## src/rtl/sipo_deser.sv

```systemverilog
// Serial-in/parallel-out deserializer: assembles framed serial bits into WIDTH-bit words
// with selectable bit order, mid-frame resync, inter-bit gap timeout and sticky error flags.
module sipo_deser #(
  parameter int unsigned WIDTH   = 3,
  parameter int unsigned TIMEOUT = 16,
  parameter int unsigned CNT_W   = $clog2(WIDTH + 1)
) (
  input  logic             clk,
  input  logic             rst_n,
  input  logic             s_valid,
  input  logic             s_data,
  input  logic             s_start,
  input  logic             lsb_first,
  output logic [WIDTH-1:0] m_data,
  output logic             m_valid,
  input  logic             m_ready,
  output logic [CNT_W-1:0] bit_cnt,
  output logic             busy,
  output logic             ovf_err,
  output logic             sync_err,
  output logic             tmo_err,
  input  logic             clr_err
);

  localparam int unsigned GapW = (TIMEOUT > 0) ? $clog2(TIMEOUT + 1) : 1;
  localparam logic [GapW-1:0] GapLast = (TIMEOUT == 0) ? '0 : GapW'(TIMEOUT - 1);
  localparam logic [CNT_W-1:0] CntLast = CNT_W'(WIDTH - 1);

  typedef enum logic [0:0] {StIdle, StShift} state_e;

  state_e           state_q, state_d;
  logic [CNT_W-1:0] cnt_q, cnt_d;
  logic [WIDTH-1:0] sr_q, sr_d;
  logic             order_q, order_d;
  logic [GapW-1:0]  gap_q, gap_d;
  logic [WIDTH-1:0] data_q, data_d;
  logic             valid_q, valid_d;
  logic             ovf_q, ovf_d;
  logic             sync_q, sync_d;
  logic             tmo_q, tmo_d;

  logic             out_free;
  logic [WIDTH-1:0] shifted;
  logic [WIDTH-1:0] frame_first;

  // Next-state logic for the frame FSM, the output holding register and the sticky flags.
  always_comb begin
    state_d = state_q;
    cnt_d   = cnt_q;
    sr_d    = sr_q;
    order_d = order_q;
    gap_d   = gap_q;
    data_d  = data_q;
    valid_d = valid_q;
    ovf_d   = ovf_q & ~clr_err;
    sync_d  = sync_q & ~clr_err;
    tmo_d   = tmo_q & ~clr_err;

    out_free = !valid_q || m_ready;
    if (valid_q && m_ready) valid_d = 1'b0;

    // LSB-first shifts right so bit 0 ends at index 0; MSB-first shifts left so bit 0 ends on top.
    shifted     = order_q ? {s_data, sr_q[WIDTH-1:1]} : {sr_q[WIDTH-2:0], s_data};
    frame_first = lsb_first ? {s_data, {(WIDTH-1){1'b0}}} : {{(WIDTH-1){1'b0}}, s_data};

    case (state_q)
      StIdle: begin
        if (s_valid && s_start) begin
          state_d = StShift;
          cnt_d   = CNT_W'(1);
          sr_d    = frame_first;
          order_d = lsb_first;
          gap_d   = '0;
        end
      end
      StShift: begin
        if (s_valid && s_start) begin
          // Resync: this bit restarts the frame.
          sync_d  = 1'b1;
          cnt_d   = CNT_W'(1);
          sr_d    = frame_first;
          order_d = lsb_first;
          gap_d   = '0;
        end else if (s_valid) begin
          gap_d = '0;
          if (cnt_q == CntLast) begin
            state_d = StIdle;
            cnt_d   = '0;
            if (out_free) begin
              data_d  = shifted;
              valid_d = 1'b1;
            end else begin
              ovf_d = 1'b1;
            end
          end else begin
            sr_d  = shifted;
            cnt_d = cnt_q + CNT_W'(1);
          end
        end else if (TIMEOUT != 0) begin
          if (gap_q == GapLast) begin
            state_d = StIdle;
            cnt_d   = '0;
            gap_d   = '0;
            tmo_d   = 1'b1;
          end else begin
            gap_d = gap_q + GapW'(1);
          end
        end
      end
      default: state_d = StIdle;
    endcase
  end

  // State registers with synchronous active-low reset.
  always_ff @(posedge clk) begin
    if (!rst_n) begin
      state_q <= StIdle;
      cnt_q   <= '0;
      sr_q    <= '0;
      order_q <= 1'b0;
      gap_q   <= '0;
      data_q  <= '0;
      valid_q <= 1'b0;
      ovf_q   <= 1'b0;
      sync_q  <= 1'b0;
      tmo_q   <= 1'b0;
    end else begin
      state_q <= state_d;
      cnt_q   <= cnt_d;
      sr_q    <= sr_d;
      order_q <= order_d;
      gap_q   <= gap_d;
      data_q  <= data_d;
      valid_q <= valid_d;
      ovf_q   <= ovf_d;
      sync_q  <= sync_d;
      tmo_q   <= tmo_d;
    end
  end

  assign m_data   = data_q;
  assign m_valid  = valid_q;
  assign bit_cnt  = cnt_q;
  assign busy     = (state_q == StShift);
  assign ovf_err  = ovf_q;
  assign sync_err = sync_q;
  assign tmo_err  = tmo_q;

endmodule

```

## config.mk

```make
export PLATFORM = sky130hd
export DESIGN_NAME = sipo_deser
export DESIGN_NICKNAME = d
export VERILOG_FILES = /design/src/rtl/sipo_deser.sv
export SDC_FILE = /design/constraint.sdc
export NUM_CORES = 1
export LEC_CHECK = 0
export CAP_MARGIN = 10
export CORE_MARGIN = 2
export CORE_UTILIZATION = 53
export DETAILED_ROUTE_END_ITERATION = 10
export PLACE_DENSITY = 0.9
export SLEW_MARGIN = 0
export SYNTH_ARGS = -nofsm -noshare
export SYNTH_HDL_FRONTEND = slang
export SYNTH_SLANG_ARGS = --single-unit
```

## constraint.sdc

```tcl
create_clock -name clk -period 2.6 [get_ports clk]
set_input_delay 0.52 -clock clk [delete_from_list [all_inputs] [get_ports clk]]
set_output_delay 0.52 -clock clk [all_outputs]
set_load 0.005 [all_outputs]
```

==> implementation parameters, run 1 <==
Parameter                              Value

Min path
  Worst Hold Launch ... gap_q[4]
  Hold Path Cell Cnt ... 1
  Hold/Removal Path Class ... flop to flop
  Hold EP ... gap_q[4]

CTS
  Quantity of gates resized following cts ... 0
  Post-CTS repair timing setup buffer count ... 0
  CTS tree ... yes
  Worst-path clk slew ... between 100 and 150 ps
  CTS root buffer ... clkbuf_4
  Number of buffers created by CTS ... 3
  Sink Count ... 19
  Clk Latency, worst-skew pair ... about 280 ps
  Total of hold buffers inserted after clock tree synthesis ... 0
  CTS HTree Levels ... 1
  Max Buffers Root-to-Sink ... 2

Floorplanning
  Die Width ... between 40 and 50 µm
  Die area ... between 2000 and 2500 µm²
  Vert. Die Dim ... approximately 46 µm
  Row count ... 15
  Initial Util ... 0.550
  Count of boundary I/O pins ... 18
  Area inside the core boundary ... 1690 µm²

STA
  TNS Setup ... 0 ps
  Period Utilization, post-route ... 0.764
  Transition time at the pin with the least slew margin ... 479 ps
  Headroom to the max-slew limit ... 0.681
  Largest clock skew in the final design ... 6.21 ps
  Fmax achieved ... 504 MHz
  Endpoints failing hold ... 0
  Count of final setup violators ... 0
  Unrepaired setup endpoints after global routing ... no
  Slew Limit Fails ... 0
  Clock period minus final worst setup slack ... 1990 ps

Critical path
  Cell family contributing the most delay on the critical path ... flip-flops
  CP Launch Point ... busy
  Worst setup path category ... flop to output pin
  Critical path cell sequence ... clkdlybuf4s50_1
  Largest driver fanout on the critical path ... 14
  Worst setup EP type ... output pin
  Flop-to-flop setup slack ... just over 800 ps
  Required time of the critical path ... 2080 ps
  Worst-case reg-to-reg path depth ... 3
  Arrival time at the worst endpoint ... roughly 1500 ps
  Slowest Stage Delay on Critical Path ... ~600 ps
  Worst R2R End ... m_data[2]
  Cell at the slowest stage of the critical path ... dfxtp_1
  FF-to-FF Start ... busy
  Critical path buffers and inverters ... 1
  Element type at the critical path start ... flop

Cells and area
  Most frequent cells in the layout ... 19 x dfxtp_1, 17 x clkdlybuf4s50_1, 14 x nand2_1
  Relative area change from synthesis to final layout ... 21.9%
  Number of nets in the layout ... 132
  Layout cells sized above 1 ... 0.0902
  Most common cell after layout, fill and taps aside ... dfxtp_1
  Antenna cell count ... 0
  Final Util ... 0.671

Logic synthesis
  Share of cell area taken by muxes after synthesis ... 0.0848
  Synthesized-area fraction occupied by ao, oa, aoi and oai cells ... 0.191
  Post-Synth Simple-Gate Area ... 0.266
  Mapped cell area ... 930 µm²
  Area share of xor/xnor cells in the synthesized design ... 0
  Adder-cell area share of the yosys netlist ... 0.0135
  Top cell type's share of synthesized area ... 0.409
  Net count after synthesis ... approximately 110
  Synth top area cells ... dfxtp_1 41%, nand2_1 5.7%, a211oi_1 4.8%, a21oi_1 3.8%, mux2_2 3.6%
  Post-synth cell types ... 38
  Syn_area_per_cell ... roughly 8.9 µm²
  Main combinational cell family by area after synthesis ... simple AND/OR/NAND/NOR gates
  Post-synthesis cell count ... 105
  Number of register bits inferred by synthesis ... 19
  Number of synthesis warnings ... 0
  Proportion of synthesized chip area in sequential cells ... 0.409
  Cell type with the largest total area after synthesis ... dfxtp_1

Routing
  Total iterations of the first detailed-routing run ... 4
  DRC violations left ... 0
  WL met2 ... between 1000 and 1500 µm
  WL met3 ... around 63 µm
  Iteration-0 DRC count of the detailed router ... 18
  Total wire length ... about 2000 µm
  Routed length per instance ... about 14 µm
  Sum of routed wire segments on met1 ... 855 µm
  Uppermost signal routing layer after detailed routing ... met3
  Routed vias ... 846
  Vias per Instance ... between 6 and 7
  Number of nets still failing antenna checks after routing ... 0

Global route
  Number of global-route vias before repair ... around 800
  Pin count of the biggest net entering global routing ... 16
  Overflow after GRT ... 0
  First-pass GRT wire length ... between 3000 and 4000 µm
  Overall track demand over capacity in global routing ... 0.211
  Antenna violations before repair ... 0

Power
  Total power per unit cell area ... roughly 460 nW/µm²
  Leakage Power ... between 0.4 and 0.5 nW
  Worst-case vdd ir drop ... 0.369 mV

Status
  Status ... complete, no violations

Placement
  Port bufs ... 17
  DP HPWL ... ~1500 µm
  Routability congestion estimate ... between 0.9 and 1

Job
  Number of maximum-capacitance constraint violations ... 0
==> flip-flops by register name (all words and copies together), names as in the netlist <==
register / count
bit_cnt: 2
busy: 1
gap_q: 5
m_data: 3
m_valid: 1
order_q: 1
ovf_err: 1
sr_q: 3
sync_err: 1
tmo_err: 1
==> per-layer routing <==
metal  track usage  vias to the layer above
met1         0.256                      410
li1              -                      414
met4        0.0343                        0
met5             0                        -
met3        0.0357                        0
met2         0.389                       22
==> metrics by stage <==
step                worst slack [ps]  power, W  hold WS (ps)  area (µm²)  std cells
CTS                              624  0.000530           471        1130        139
detailed placement               454  0.000390           454        1110        135
global route                     534  0.000555           482        1130        139
floorplan                       1040  0.000361           440         930        105
global placement                 484  0.000387           448        1110        135
finish                           615  0.000527           469        1130        139
==> layout make-up <==
| cell class | count | area [µm²] |
|---|---|---|
| flip-flops and latches | 19 | 380 |
| multi-input cells | 78 | 517 |
| inverters | 3 | 11.3 |
| repair buffers | 18 | 178 |
| fillers | 142 | 556 |
| clock buffers | 4 | 26.3 |
| well taps | 17 | 21.3 |
==> logic make-up after synthesis <==
| logic type | count (synthesis) |
|---|---|
| mux | 7 |
| fa+ha+maj | 1 |
| flops | 19 |
| buf+inv | 8 |
| simple gates | 43 |
| compound gates | 27 |
==> cells in the mapped netlist <==
cell type  instances
a32oi_1            1
ha_1               1
mux2_4             1
nor2b_1            2
buf_1              1
dfxtp_1           19
o21ai_0            4
nor3b_1            1
a311oi_1           1
or3b_1             1
a2bb2oi_1          1
nor3_1             2
nand3b_1           4
a211oi_1           6
inv_1              3
nand4b_1           2
or4_4              1
nor2_1             5
nand4_1            1
and2b_2            1
nand3_1            1
mux2i_1            3
clkbuf_1           2
nand2_1           14
a21boi_1           1
nand2b_1           1
a22oi_1            1
or3_1              1
o21a_1             1
a21oi_1            7
and2_1             3
a31oi_1            3
or2b_1             1
mux2_2             3
o211a_1            1
buf_2              2
nand2b_4           1
nor4_1             1
==> worst max path at each step <==
stage | end | slack (ps) | cells past startpoint
after floorplan | m_data[2] | 1040 | 3
after global placement | m_data[2] | 480 | 3
after detailed placement | m_data[2] | 450 | 3
after CTS | busy | 620 | 1
after global routing | busy | 530 | 1
final | busy | 610 | 1
==> power breakdown <==
group          switching (W)  internal (W)
combinational      0.0000341     0.0000385
sequential         0.0000122      0.000300
clock              0.0000832     0.0000594
Power figures use the tool's default switching activity.
==> inputs of run 2 (changes only) <==
--- a/config.mk
+++ b/config.mk
@@ -7,9 +7,9 @@
 export LEC_CHECK = 0
 export CAP_MARGIN = 10
 export CORE_MARGIN = 2
-export CORE_UTILIZATION = 53
+export CORE_UTILIZATION = 49
 export DETAILED_ROUTE_END_ITERATION = 10
-export PLACE_DENSITY = 0.9
+export PLACE_DENSITY = 0.85
 export SLEW_MARGIN = 0
 export SYNTH_ARGS = -nofsm -noshare
 export SYNTH_HDL_FRONTEND = slang
==> constraint.sdc (replaced) <==
create_clock -name clk -period 2.05 [get_ports clk]
set_input_delay 0.41 -clock clk [delete_from_list [all_inputs] [get_ports clk]]
set_output_delay 0.41 -clock clk [all_outputs]
set_load 0.005 [all_outputs]
==> implementation parameters, run 2 (synthesis gave the netlist of run 1 again) <==
Parameter                              Value

Routing
  Routed vias ... 860 (+1.7%)
  Total iterations of the first detailed-routing run ... 4 (unchanged)
  Number of nets still failing antenna checks after routing ... 0 (unchanged)
  DRC violations left ... 0 (unchanged)
  Iteration-0 DRC count of the detailed router ... 16 (-2)
  Total wire length ... 2030 µm (+3.3%)
  Routed length per instance ... 13.4 µm (-4.9%)
  Vias per Instance ... 5.70 (-6.4%)

Power
  Leakage Power ... 0.435 nW (+5.2%)
  Worst-case vdd ir drop ... 0.411 mV (+11%)
  Total power per unit cell area ... 578 nW/µm² (+24%)

STA
  Unrepaired setup endpoints after global routing ... no
  Count of final setup violators ... 0 (unchanged)
  Worst hold slack ... 471 ps (+2.77 ps)
  Transition time at the pin with the least slew margin ... 393 ps (-85.3 ps)
  TNS Setup ... 0 ps (unchanged)
  Worst-case setup margin in the final layout ... 192 ps (-423 ps)
  Period Utilization, post-route ... 0.906
  Fmax achieved ... around 540 MHz
  Endpoints failing hold ... 0 (unchanged)
  Largest clock skew in the final design ... 6.23 ps (+0.0205 ps)
  Clock period minus final worst setup slack ... approximately 1900 ps
  Slew Limit Fails ... 0 (unchanged)
  Headroom to the max-slew limit ... 0.737 (+0.0569)

CTS
  CTS root buffer ... clkbuf_4
  Quantity of gates resized following cts ... 0 (unchanged)
  CTS HTree Levels ... 1 (unchanged)
  Clk Latency, worst-skew pair ... 290 ps (about the same)
  CTS tree ... yes
  Total of hold buffers inserted after clock tree synthesis ... 0 (unchanged)
  Sink Count ... 19 (unchanged)
  Post-CTS repair timing setup buffer count ... 0 (unchanged)
  Number of buffers created by CTS ... 3 (unchanged)
  Worst-path clk slew ... 100 ps (about the same)
  Max Buffers Root-to-Sink ... 2 (unchanged)

Critical path
  Cell count along the critical path ... 1 (unchanged)
  Worst-case reg-to-reg path depth ... 3 (unchanged)
  Arrival time at the worst endpoint ... 1450 ps (-20 ps)
  Slowest Stage Delay on Critical Path ... 590 ps (about the same)
  Cell family contributing the most delay on the critical path ... buffers and inverters
  Largest driver fanout on the critical path ... 14 (unchanged)
  Required time of the critical path ... 1640 ps (-440 ps)
  Cell at the slowest stage of the critical path ... clkdlybuf4s50_1
  Worst setup path category ... flop to output pin
  Worst setup EP type ... output pin
  Critical path buffers and inverters ... 1 (unchanged)
  Critical path cell sequence ... clkdlybuf4s50_1
  Element type at the critical path start ... flop

Placement
  Port bufs ... 17 (unchanged)
  DP HPWL ... 1530 µm (+2.2%)
  Number of placed cells counting well taps ... 147 (+8.9%)
  Routability congestion estimate ... 0.896 (-0.63%)
  Setup slack after placement ... 81.8 ps (-372 ps)

Global route
  Number of global-route vias before repair ... 777 (-2.5%)
  First-pass GRT wire length ... 3280 µm (-2.7%)
  Pin count of the biggest net entering global routing ... 16 (unchanged)
  Overall track demand over capacity in global routing ... 0.202 (-0.00882)
  Overflow after GRT ... 0 (unchanged)
  Antenna violations before repair ... 0 (unchanged)

Cells and area
  Most common cell after layout, fill and taps aside ... dfxtp_1
  Antenna cell count ... 0 (unchanged)
  Number of nets in the layout ... 136 (+3.0%)
  Register with the most flip-flops ... gap_q
  Most frequent cells in the layout ... 19 x dfxtp_1, 17 x clkdlybuf4s50_1, 14 x nand2_1
  Layout cells sized above 1 ... 0.127 (+0.0368)
  Fin cells ... 151 (+8.6%)
  Relative area change from synthesis to final layout ... 26.4%
  Largest register FFs ... 5 (unchanged)

Floorplanning
  Initial Util ... 0.527 (-0.0234)
  Die Width ... 47.6 µm (+3.7%)
  Vert. Die Dim ... 47.6 µm (+3.7%)
  Row count ... 15 (unchanged)
  Area inside the core boundary ... 1760 µm² (+4.4%)
  Die area ... 2260 µm² (+7.4%)
  Count of boundary I/O pins ... 18 (unchanged)

Status
  Status ... complete, no violations

Job
  Number of maximum-capacitance constraint violations ... 0 (unchanged)

Min path
  Hold/Removal Path Class ... flop to flop
  Hold Path Cell Cnt ... 2 (+1)
-- run 2: cell count changes in the layout (fill, tap and decap cells not counted) --
cell and delta:
clkinv_2 +1, buf_4 +4, clkbuf_1 -1
-- run 2: per-layer routing --
layer	routed length, µm	GRT usage	vias to the layer above
li1	-	-	424
met1	895	0.260	408
met2	1000	0.324	22
met3	88	0.0491	6
met4	40	0.0865	0
met5	0	0	-
-- run 2: final timing paths --
check | end | from | slack (ps)
hold / removal | m_data[1] | m_data[1] | 470
setup reg to reg | m_data[2] | busy | 370
setup / recovery | busy | busy | 190
hold reg to reg | m_data[1] | m_data[1] | 470
-- run 2: final cells by class --
type,count,area (µm²)
Clock buffer,3,22.5
Clock inverter,1,5.00
Fill cell,162,589
Inverter,3,11.3
Multi-Input combinational cell,78,517
Sequential cell,19,380
Tap cell,25,31.3
Timing Repair Buffer,22,208
-- run 2: stage by stage --
stage          power (W)  utilization  area [µm²]
2_1_floorplan   0.000458            -         930
3_3_place_gp    0.000497        0.650        1150
3_5_place_dp    0.000501        0.650        1150
4_1_cts         0.000689        0.666        1170
5_1_grt         0.000718        0.666        1170
6_report        0.000679        0.666        1170
-- run 2: power by group --
group	internal, W	switching, W
clock network	0.0000724	0.000114
registers	0.000380	0.0000142
logic	0.0000539	0.0000449
total	0.000506	0.000173
